`config.mk`:
```
export PLATFORM = sky130hd
export DESIGN_NAME = fifo_sr_reader
export DESIGN_NICKNAME = d
export VERILOG_FILES = /design/src/rtl/fifo_sr_reader.sv
export SDC_FILE = /design/constraint.sdc
export NUM_CORES = 1
export LEC_CHECK = 0
export BUFFER_PORTS_ARGS = -buffer_cell sky130_fd_sc_hd__buf_2
export CAP_MARGIN = 20
export CORE_ASPECT_RATIO = 1.5
export CORE_MARGIN = 2
export CORE_UTILIZATION = 35
export CTS_BUF_LIST = sky130_fd_sc_hd__clkbuf_16
export DETAILED_ROUTE_END_ITERATION = 10
export HOLD_SLACK_MARGIN = 0.05
export SETUP_SLACK_MARGIN = 0.2
export SYNTH_ARGS = -nofsm -noshare
export SYNTH_HDL_FRONTEND = slang
export SYNTH_SLANG_ARGS = --single-unit
```
`constraint.sdc`:
```
create_clock -name clk -period 5.2 [get_ports clk]
set_input_delay 1.04 -clock clk [delete_from_list [all_inputs] [get_ports clk]]
set_output_delay 1.04 -clock clk [all_outputs]
set_load 0.02 [all_outputs]
```
`src/rtl/fifo_sr_reader.sv`:
```
// rtl/fifo_sr_reader.sv - round-robin consumer for a shared-RAM multi-flux FIFO with per-flux valid/ready outputs
module fifo_sr_reader #(
    parameter int DATA_WIDTH = 8,
    parameter int FLUX       = 2,
    parameter int CNT_WIDTH  = 16
) (
    input  logic                                          clk,
    input  logic                                          rst,
    input  logic                                          en,
    input  logic [FLUX-1:0]                               fifo_empty,
    input  logic [DATA_WIDTH+$clog2(FLUX)-1:0]            fifo_dout,
    output logic [FLUX-1:0]                               fifo_read,
    output logic [FLUX-1:0]                               out_valid,
    output logic [FLUX*DATA_WIDTH-1:0]                    out_data,
    input  logic [FLUX-1:0]                               out_ready,
    output logic                                          tag_err,
    output logic [CNT_WIDTH-1:0]                          pop_cnt
);
    localparam int TAG_WIDTH = $clog2(FLUX);
    localparam int W         = DATA_WIDTH + TAG_WIDTH;

    logic [TAG_WIDTH-1:0] rr_ptr;
    logic [FLUX-1:0]      elig;
    logic                 grant_valid;
    logic [TAG_WIDTH-1:0] grant_idx;
    logic [TAG_WIDTH-1:0] cand;

    // A slot being drained this cycle counts as free, so it can be refilled without a bubble.
    assign elig = {FLUX{en}} & ~fifo_empty & (~out_valid | out_ready);

    always_comb begin
        grant_valid = 1'b0;
        grant_idx   = '0;
        cand        = rr_ptr;
        for (int i = 0; i < FLUX; i++) begin
            if (!grant_valid && elig[cand]) begin
                grant_valid = 1'b1;
                grant_idx   = cand;
            end
            cand = (cand == TAG_WIDTH'(FLUX - 1)) ? '0 : cand + TAG_WIDTH'(1);
        end
    end

    assign fifo_read = (rst || !grant_valid) ? '0
                     : ({{(FLUX-1){1'b0}}, 1'b1} << grant_idx);

    always_ff @(posedge clk or posedge rst) begin
        if (rst) begin
            out_valid <= '0;
            out_data  <= '0;
            tag_err   <= 1'b0;
            pop_cnt   <= '0;
            rr_ptr    <= '0;
        end else begin
            for (int k = 0; k < FLUX; k++) begin
                if (fifo_read[k]) begin
                    out_data[k*DATA_WIDTH +: DATA_WIDTH] <= fifo_dout[DATA_WIDTH-1:0];
                    out_valid[k] <= 1'b1;
                end else if (out_valid[k] && out_ready[k]) begin
                    out_valid[k] <= 1'b0;
                end
            end
            if (grant_valid) begin
                rr_ptr  <= (grant_idx == TAG_WIDTH'(FLUX - 1)) ? '0 : grant_idx + TAG_WIDTH'(1);
                pop_cnt <= pop_cnt + CNT_WIDTH'(1);
                if (fifo_dout[W-1 -: TAG_WIDTH] != grant_idx)
                    tag_err <= 1'b1;
            end
        end
    end
endmodule
```
Yosys cells after proc, flatten, opt, wreduce, memory -nomap -nowiden
Cells that the tools add are included.
{"block": "word_totals", "reg_bits": 36, "in_bits": 16, "output_inout_bits": 37, "wordCells": 43}
{"block": "classes", "add_sub_neg": 3, "order_cmp": 2, "eq_ne": 1, "n_shift": 1, "mux": 15, "n_bitwise": 5, "n_reduce_logical": 9}
{"operator": "$add 16x1->16 const B", "count": 1}
{"operator": "$mux 1", "count": 14}
{"operator": "$and 2x2->2", "count": 2}
{"operator": "$lt 1x2->1 const B", "count": 2}
{"operator": "$not 2->2", "count": 2}
{"operator": "$reduce_bool 2->1", "count": 2}
{"operator": "$logic_and 1x1->1", "count": 3}
{"operator": "$add 1x1->1 const B", "count": 2}
{"operator": "$logic_not 1->1", "count": 2}
{"operator": "$mux 2", "count": 1}
{"operator": "$or 2x2->2", "count": 1}
{"operator": "$reduce_and 2->1", "count": 1}
{"operator": "$shl 1x1->2 const A", "count": 1}
{"operator": "$logic_or 1x1->1", "count": 1}
{"operator": "$ne 1x1->1", "count": 1}

Depth between registers and ports, before layout
Gate-level depths: netlist of the first run.
{"block": "logic_depth", "word_depth": 13, "ltp_mapped": 5, "depth_no_buf": 5}

Worst setup path before layout of the first run
Ideal clock, no wire load.
{"block": "synth_path", "kind": "input-to-output", "startpoint": "input port rst", "endpoint": "output port fifo_read[0]", "t_arrival_ns": 2.413, "setup_slack_ns": 1.747, "path_stages": 3, "n_path_buf": 0, "cell_sequence": "inv_1 nand4_4 inv_1"}
{"block": "synth_between", "elab_chain_cells": 2}
{"item": "from (decl)", "line_no": "8", "source": "input logic rst,"}
{"item": "$logic_or 1x1->1", "line_no": "44", "source": "assign fifo_read = (rst || !grant_valid) ? '0"}
{"item": "$mux 2", "line_no": "44"}
{"item": "to (decl)", "line_no": "12", "source": "output logic [FLUX-1:0] fifo_read,"}
Every way passes these cells.

Worst setup path in the final report of the first run
Same ends and word-level chain as after synthesis.

==> impl_metrics.tcl, run 1 <==
set metrics [dict create \
    status "complete, but fails checks" \
    violations "design-rule violations" \
    grt_pass1_wl_um 5340 \
    p_sw_uw 325 \
    syn-num-nets 134 \
    synth_seq_cells 36 \
    reg2reg_depth 4 \
    fp.dieW_um 58.7 \
    viasPerCell 5.17 \
    setup_violations 0 \
    cellLeakagePower_nw 0.976 \
    antenna_found_initial 0 \
    hp-class "flip-flop to flip-flop" \
    cts_root_buffer "clkbuf_16" \
    path_class "input pin to output pin" \
    async_flop_share_pct 100 \
    ant_nets 0 \
    fin_skew_ns 0.00548 \
    gp_congestion 0.831 \
    p_int_uw 619 \
    p_sw_share_pct 34.4 \
    crit_chain "buf_2 > inv_1 > buf_4 > nand4_4 > inv_1 > buf_2" \
    cts_made_buffers 5 \
    die-height_um 86 \
    insertion_delay_ns 0.27 \
    cts_resized 0 \
    cts_setup_buffers 0 \
    grt_pass1_vias 1121 \
    r2r-end "out_data[10]$_DFFE_PP0P_" \
    tightest_slew_ns 0.474 \
    reg2reg_setup_slack_ns 3.63 \
    fin_crit_sh_pct 62.1 \
    finalHoldViolCount 0 \
    ios 53 \
    yosysSeqAreaShare_pct 57.4 \
    drtIter0Drc 39 \
    max_freq_ghz 0.310 \
    hold_start "pop_cnt[15]$_DFFE_PP0P_" \
    nets 194 \
    slowest_delay_ns 0.40 \
    synthesis.instances 117 \
    powerDensity_nw_per_um2 465 \
    dp_hpwl_um 2320 \
    combPwrFrac_pct 27.8 \
    avgSynthCellArea_sq_um 13.4 \
    cts_tree "built" \
    path_clk_slew_ns 0.05 \
    core-area_sq_um 4280 \
    synth_warnings 0 \
    htree_levels 2 \
    synth_edf_count 0 \
    drc 4 \
    clk_path_buf_depth 2 \
    final_core_util_pct 47.4 \
    clock_sinks 36 \
    initial_core_util_pct 36.6 \
    drv_slew 0 \
    crit_path_end "fifo_read[0]" \
    yosys_most_used_dff "dfrtp_1" \
    worst_setup_path_end_kind "output pin" \
    cp_max_fo 37 \
    cp.buffers_inverters 5 \
    drt_wl_total_um 3150 \
    drive_gt1_share_pct 37.6 \
    syn_area_sq_um 1570 \
    synth_area_leaders "dfrtp_1 57%, mux2_1 11%, xnor2_1 4.5%" \
    min_period_ns 3.23 \
    cpLargestDelayFamily "buffers and inverters" \
    area_delta_synth_final_pct 29.4 \
    wl_per_cell_um 14.0 \
    setup_tns_ns 0 \
    worst_ep_arrival_time_ns 2.19 \
    grt_usage_pct 13.9 \
    power.share.clock_pct 28.9 \
    peakVddDrop_mv 0.245 \
    grt_max_degree 38 \
    diodes 0 \
    r2r_start "out_valid[1]$_DFFE_PP0P_" \
    p_seq_share_pct 43.3 \
    first_pass_iters 7 \
    via_count 1157 \
    synth_top_area_share_pct 57.4 \
    cp_slowest_cell "buf_4" \
    yosys.area.top_type "dfrtp_1" \
    portBuffers 52 \
    num_rows 29 \
    crit_cells 6 \
    die_area_sq_um 5050 \
    relSlewSlack_pct 68.4 \
    synth.distinct_cells 28 \
    critPathRequiredTime_ns 4.16 \
    cp-startpoint "rst" \
    rsz0062_at_grt "false" \
    cp-start-kind "input pin" \
    maxCapViolations 0 \
    grt_overflow 0 \
    cts_hold_buf 0 \
]
==> layout by cell type (no fill, tap or decap), types with 2 or more instances in the layout <==
cell type and instances:
buf_2 52, dfrtp_1 36, mux2_1 16, nand2_1 8, xnor2_1 8, nand3_1 7, xor2_1 7, nand4_1 5
clkbuf_16 5, inv_1 4, nor2_1 3, nor4_2 3, nand2b_1 2, nor3_1 2, and3_1 2, o21ai_0 2
==> flip-flops by register name, summed over array words and instances, names as in the netlist <==
name / cells
out_data: 16
out_valid: 2
pop_cnt: 16
rr_ptr: 1
tag_err: 1
==> worst register-to-register path: stages, from the launching register on <==
cell	delay (ns)
dfrtp_1	0.37
nand2b_1	0.24
o311ai_2	0.22
nor2_4	0.28
mux2_1	0.36
==> power groups by stage <==
stage / Clock (mW) / Combinational, mW / Sequential, mW
5_1_grt: 0.294 / 0.284 / 0.419
2_1_floorplan: 0 / 0.0897 / 0.484
6_report: 0.273 / 0.262 / 0.409
4_1_cts: 0.282 / 0.266 / 0.409
3_5_place_dp: 0 / 0.265 / 0.411
3_3_place_gp: 0 / 0.262 / 0.410
==> stage by stage <==
stage	setup WS, ns	cell area [sq um]	hold WS (ns)	instances	total power, mW
floorplan	1.75	1570	0.491	117	0.574
global placement	1.95	1890	0.451	216	0.672
detailed placement	1.92	1890	0.464	216	0.677
CTS	1.91	2030	0.472	224	0.957
global route	1.80	2030	0.489	224	0.996
finish	1.97	2030	0.464	224	0.943
==> metal layers <==
metal | track usage, % | wire, um
met5 | 0 | 0
met4 | 4.34 | 19
met3 | 5.43 | 245
met2 | 22.9 | 1610
met1 | 16.6 | 1270
==> kinds of logic after synthesis <==
kind of cell | synth area share, %
and+or+nand+nor | 16.6
DFF | 57.4
muxes | 11.5
xor gates and xnor gates | 8.37
AOI/OAI and AO/OA | 4.86
buffers and inverters | 0.479
adders and majority gates | 0.797
==> how the worst min path moves through the flow <==
stage / slack, ns / endpoint / depth (start not counted)
2_1_floorplan: 0.49 / rr_ptr$_DFFE_PP0P_ / 1
3_3_place_gp: 0.45 / pop_cnt[15]$_DFFE_PP0P_ / 1
3_5_place_dp: 0.46 / pop_cnt[15]$_DFFE_PP0P_ / 1
4_1_cts: 0.47 / pop_cnt[15]$_DFFE_PP0P_ / 1
5_1_grt: 0.49 / pop_cnt[15]$_DFFE_PP0P_ / 1
6_report: 0.46 / pop_cnt[15]$_DFFE_PP0P_ / 1
==> layout make-up <==
| class | instances | area [sq um] |
|---|---|---|
| clock inverters | 3 | 11.3 |
| flip-flops and latches | 36 | 901 |
| inverters | 2 | 7.51 |
| well taps | 46 | 57.6 |
| repair buffers | 53 | 268 |
| multi-input cells | 79 | 661 |
| clock buffers | 5 | 125 |
| fillers | 415 | 2250 |
==> synth_stat cells (2+ instances only) <==
cell      number
nand4_1        5
mux2_1        16
nor3_1         2
xnor2_1        8
dfrtp_1       36
nand3_1        7
nand2_1        8
o21ai_0        2
xor2_1         7
and3_1         2
nor4_2         3
inv_1          2
nand2b_1       2
nor2_1         3
No activity file was read; power rests on OpenSTA's default activity.
==> run 2, diff against run 1 <==
==> constraint.sdc (replaced) <==
create_clock -name clk -period 3.1 [get_ports clk]
set_input_delay 0.62 -clock clk [delete_from_list [all_inputs] [get_ports clk]]
set_output_delay 0.62 -clock clk [all_outputs]
set_load 0.02 [all_outputs]
==> impl_metrics.tcl, run 2 (synthesized netlist as in run 1, its figures left out) <==
set metrics [dict create \
    wl_per_cell_um 14.5 \
    drtIter0Drc 43 \
    reg2reg_depth 4 \
    htree_levels 2 \
    powerDensity_nw_per_um2 782 \
    setup_tns_ns 0 \
    first_pass_iters 7 \
    cp-start-kind "input pin" \
    cts_setup_buffers 0 \
    cellLeakagePower_nw 0.976 \
    portBuffers 52 \
    status "complete, but fails checks" \
    drv_slew 0 \
    gp_congestion 0.816 \
    tightest_slew_ns 0.454 \
    die_area_sq_um 5050 \
    path_class "input pin to output pin" \
    cts_tree "built" \
    dp_hpwl_um 2400 \
    crit_path_end "fifo_read[1]" \
    cp_slowest_cell "nor2_4" \
    area.sequential_sq_um 901 \
    path_clk_slew_ns 0.05 \
    cts_made_buffers 5 \
    fin_crit_sh_pct 74.3 \
    hp-class "flip-flop to flip-flop" \
    multi_input_area_sq_um 661 \
    setup_violations 0 \
    whs_ns 0.466 \
    insertion_delay_ns 0.27 \
    cp.buffers_inverters 2 \
    ant_nets 0 \
    via_count 1166 \
    finalWorstSetupSlack_ns 0.796 \
    hold_start "pop_cnt[15]$_DFFE_PP0P_" \
    min_period_ns 2.30 \
    core-area_sq_um 4280 \
    drc 4 \
    worst_path_most_repeated_cell "buf_2" \
    initial_core_util_pct 36.6 \
    ios 53 \
    fill_cells 403 \
    die-height_um 86 \
    cp-startpoint "out_ready[1]" \
    r2r_start "out_valid[1]$_DFFE_PP0P_" \
    reg2reg_setup_slack_ns 1.49 \
    diodes 0 \
    fin_skew_ns 0.00590 \
    finalNonFillerCells 224 \
    relSlewSlack_pct 69.7 \
    worst_setup_path_end_kind "output pin" \
    worst_ep_arrival_time_ns 1.68 \
    rsz0062_at_grt "false" \
    antenna_found_initial 0 \
    nets 194 \
    crit_chain "buf_2 > nand2b_1 > o311ai_2 > nor2_4 > buf_2" \
    top_regs "out_data x16, pop_cnt x16, out_valid x2" \
    cts_hold_buf 0 \
    pre_cts_ws_ns 0.780 \
    crit_cells 5 \
    grt_overflow 0 \
    num_rows 29 \
    maxCapViolations 0 \
    violations "design-rule violations" \
    cts_resized 0 \
    slowest_delay_ns 0.28 \
    r2r-end "out_data[8]$_DFFE_PP0P_" \
    grt_pass1_vias 1216 \
    drt_wl_total_um 3250 \
    finalHoldViolCount 0 \
    max_freq_ghz 0.434 \
    place_inst 216 \
    peakVddDrop_mv 0.416 \
    cpLargestDelayFamily "simple AND/OR/NAND/NOR gates" \
    grt_max_degree 37 \
    grt_usage_pct 14.9 \
    viasPerCell 5.21 \
    grt_pass1_wl_um 5720 \
    clk_path_buf_depth 2 \
    clock_sinks 36 \
    layout_commonest_cell "buf_2" \
    area_delta_synth_final_pct 29.4 \
    critPathRequiredTime_ns 2.48 \
    cp_max_fo 9 \
    finalPower_mw 1.59 \
    final_cell_mix "52 x buf_2, 36 x dfrtp_1, 16 x mux2_1, 8 x nand2_1, 8 x xnor2_1" \
    cts_root_buffer "clkbuf_16" \
    drive_gt1_share_pct 37.6 \
    fp.dieW_um 58.7 \
]
run 2: cell counts in the layout (fill, tap and decap cells not counted):
No cell type changed its count.
run 2: how the worst min path moves through the flow:
stage | endpoint | slack, ns | depth (start not counted)
final | pop_cnt[15]$_DFFE_PP0P_ | 0.47 | 1
after detailed placement | pop_cnt[15]$_DFFE_PP0P_ | 0.46 | 1
after global placement | pop_cnt[15]$_DFFE_PP0P_ | 0.46 | 1
after CTS | pop_cnt[15]$_DFFE_PP0P_ | 0.47 | 1
after global routing | pop_cnt[15]$_DFFE_PP0P_ | 0.50 | 1
after floorplan | rr_ptr$_DFFE_PP0P_ | 0.49 | 1
run 2: stage by stage:
step	instance area, sq um	utilization, %
after floorplan	1570	-
after global placement	1890	44.2
after detailed placement	1890	44.2
after CTS	2030	47.4
after global routing	2030	47.4
final	2030	47.4
run 2: area by class of cell:
cell class / count / share of cell area (%)
timing repair buffer: 53 / 13.2
clock buffer: 5 / 6.16
multi-input combinational: 79 / 32.5
inverter: 2 / 0.370
tap: 46 / 2.83
clock inverter: 3 / 0.555
sequential: 36 / 44.4
run 2: power by group:
part	internal [mW]	switching (mW)	leakage, nW	total [mW]
clock network	0.288	0.169	0.0738	0.457
registers	0.583	0.104	0.440	0.687
logic	0.167	0.276	0.463	0.442
total	1.04	0.549	0.976	1.59
run 2: layer usage:
metal | track usage, % | routed length [um]
met5 | 0 | 0
met4 | 5.58 | 37
met3 | 3.77 | 218
met2 | 25.9 | 1700
met1 | 17.4 | 1300
==> run 3, diff against run 2 <==
==> constraint.sdc (replaced) <==
create_clock -name clk -period 2.11 [get_ports clk]
set_input_delay 0.422 -clock clk [delete_from_list [all_inputs] [get_ports clk]]
set_output_delay 0.422 -clock clk [all_outputs]
set_load 0.02 [all_outputs]
==> impl_metrics.tcl, run 3 (synthesized netlist as in run 1, its figures left out) <==
set metrics [dict create \
    antenna_found_initial 0 \
    area.sequential_sq_um 901 \
    drtIter0Drc 40 \
    grt_overflow 0 \
    whs_ns 0.353 \
    peakVddDrop_mv 0.605 \
    status "complete, but fails checks" \
    clk_path_buf_depth 2 \
    path_clk_slew_ns 0.05 \
    hp-class "input pin to asynchronous set/reset pin" \
    gp_congestion 0.802 \
    die_area_sq_um 5050 \
    violations "design-rule violations" \
    nets 200 \
    finalNonFillerCells 230 \
    ant_nets 0 \
    ios 53 \
    grt_pass1_wl_um 5600 \
    viasPerCell 5.12 \
    relSlewSlack_pct 69.7 \
    drv_slew 0 \
    crit_path_end "fifo_read[1]" \
    place_inst 218 \
    setup_violations 0 \
    cts_tree "built" \
    powerDensity_nw_per_um2 1160 \
    dp_hpwl_um 2510 \
    drt_wl_total_um 3330 \
    fin_crit_sh_pct 86.2 \
    worst_ep_arrival_time_ns 1.40 \
    grt_usage_pct 14.6 \
    rsz0062_at_grt "false" \
    layout_commonest_cell "buf_2" \
    r2r_start "out_valid[0]$_DFFE_PP0P_" \
    clock_sinks 36 \
    first_pass_iters 7 \
    worst_setup_path_end_kind "output pin" \
    cts_made_buffers 5 \
    drc 4 \
    reg2reg_depth 5 \
    portBuffers 52 \
    diodes 0 \
    finalHoldViolCount 0 \
    max_freq_ghz 0.550 \
    insertion_delay_ns 0.27 \
    grt_pass1_vias 1233 \
    fp.dieW_um 58.7 \
    drive_gt1_share_pct 41.8 \
    tightest_slew_ns 0.454 \
    top_regs "out_data x16, pop_cnt x16, out_valid x2" \
    cp_max_fo 5 \
    r2r-end "out_data[13]$_DFFE_PP0P_" \
    finalPower_mw 2.47 \
    cts_hold_buf 0 \
    min_period_ns 1.82 \
    maxCapViolations 0 \
    area_delta_synth_final_pct 35.6 \
    htree_levels 2 \
    multi_input_area_sq_um 681 \
    reg2reg_setup_slack_ns 0.55 \
    path_class "flip-flop to output pin" \
    fill_cells 400 \
    cts_root_buffer "clkbuf_16" \
    cp-startpoint "out_valid[0]$_DFFE_PP0P_" \
    wl_per_cell_um 14.5 \
    initial_core_util_pct 36.6 \
    grt_max_degree 37 \
    via_count 1177 \
    cp-start-kind "flip-flop" \
    critPathRequiredTime_ns 1.69 \
    fin_skew_ns 0.00266 \
    die-height_um 86 \
    cellLeakagePower_nw 1.01 \
    final_cell_mix "51 x buf_2, 36 x dfrtp_1, 16 x mux2_1" \
    setup_tns_ns 0 \
    core-area_sq_um 4280 \
    num_rows 29 \
]
## run 3: changes by cell type in the layout (fill, tap and decap cells not counted), sizes merged
cell,before,now
inv,4,1
clkinv,1,2
bufinv,0,1
buf,53,59
clkinvlp,0,1
## run 3: layout make-up
type / count / area share, %
Multi-Input combinational cell: 79 / 32.0
Clock inverter: 3 / 1.76
Inverter: 2 / 0.529
Tap cell: 46 / 2.70
Timing Repair Buffer: 59 / 14.8
Clock buffer: 5 / 5.88
Sequential cell: 36 / 42.3
## run 3: how the worst min path moves through the flow
| stage | start | end | slack [ns] |
|---|---|---|---|
| 4_1_cts | fifo_dout[8] | tag_err$_DFFE_PP0P_ | 0.35 |
| 2_1_floorplan | rst | out_data[0]$_DFFE_PP0P_ | 0.39 |
| 3_3_place_gp | pop_cnt[15]$_DFFE_PP0P_ | pop_cnt[15]$_DFFE_PP0P_ | 0.45 |
| 3_5_place_dp | pop_cnt[15]$_DFFE_PP0P_ | pop_cnt[15]$_DFFE_PP0P_ | 0.46 |
| 6_report | rst | out_data[3]$_DFFE_PP0P_ | 0.35 |
| 5_1_grt | fifo_dout[1] | out_data[1]$_DFFE_PP0P_ | 0.37 |
## run 3: report_power, final
part	leakage (nW)	switching, mW	internal (mW)
Sequential	0.440	0.151	0.856
Clock	0.0789	0.257	0.548
Combinational	0.491	0.406	0.256
## run 3: what timing repair did
item                                    4_1_cts  5_1_grt
buffers inserted                              0        4
pin swaps                                     0        2
endpoints found under the setup margin        1        1
gates resized for setup                       1        4
endpoints found under the hold margin         0        0
## run 3: worst max-delay path, cell delays in order, from the launching register on
cell and delay [ns]:
dfrtp_1 0.39, nor2b_4 0.15, o311ai_4 0.32, nor2_4 0.09, buf_4 0.17
## run 3: through the flow
step                      setup slack, ns  util, %  area [sq um]
final                               0.290     49.7          2130
after global routing                0.240     49.7          2130
after CTS                           0.209     48.5          2080
after detailed placement            0.290     44.7          1910
after global placement              0.358     44.7          1910
after floorplan                     0.218        -          1570
## run 3: per-layer routing
| layer | GRT usage [%] | part of all wire [%] | wire, um | vias to the layer above |
|---|---|---|---|---|
| li1 | - | - | - | 554 |
| met1 | 15.4 | 38 | 1270 | 575 |
| met2 | 26.3 | 53 | 1780 | 45 |
| met3 | 4.83 | 7.3 | 244 | 3 |
| met4 | 5.79 | 0.93 | 31 | 0 |
| met5 | 0 | 0 | 0 | - |
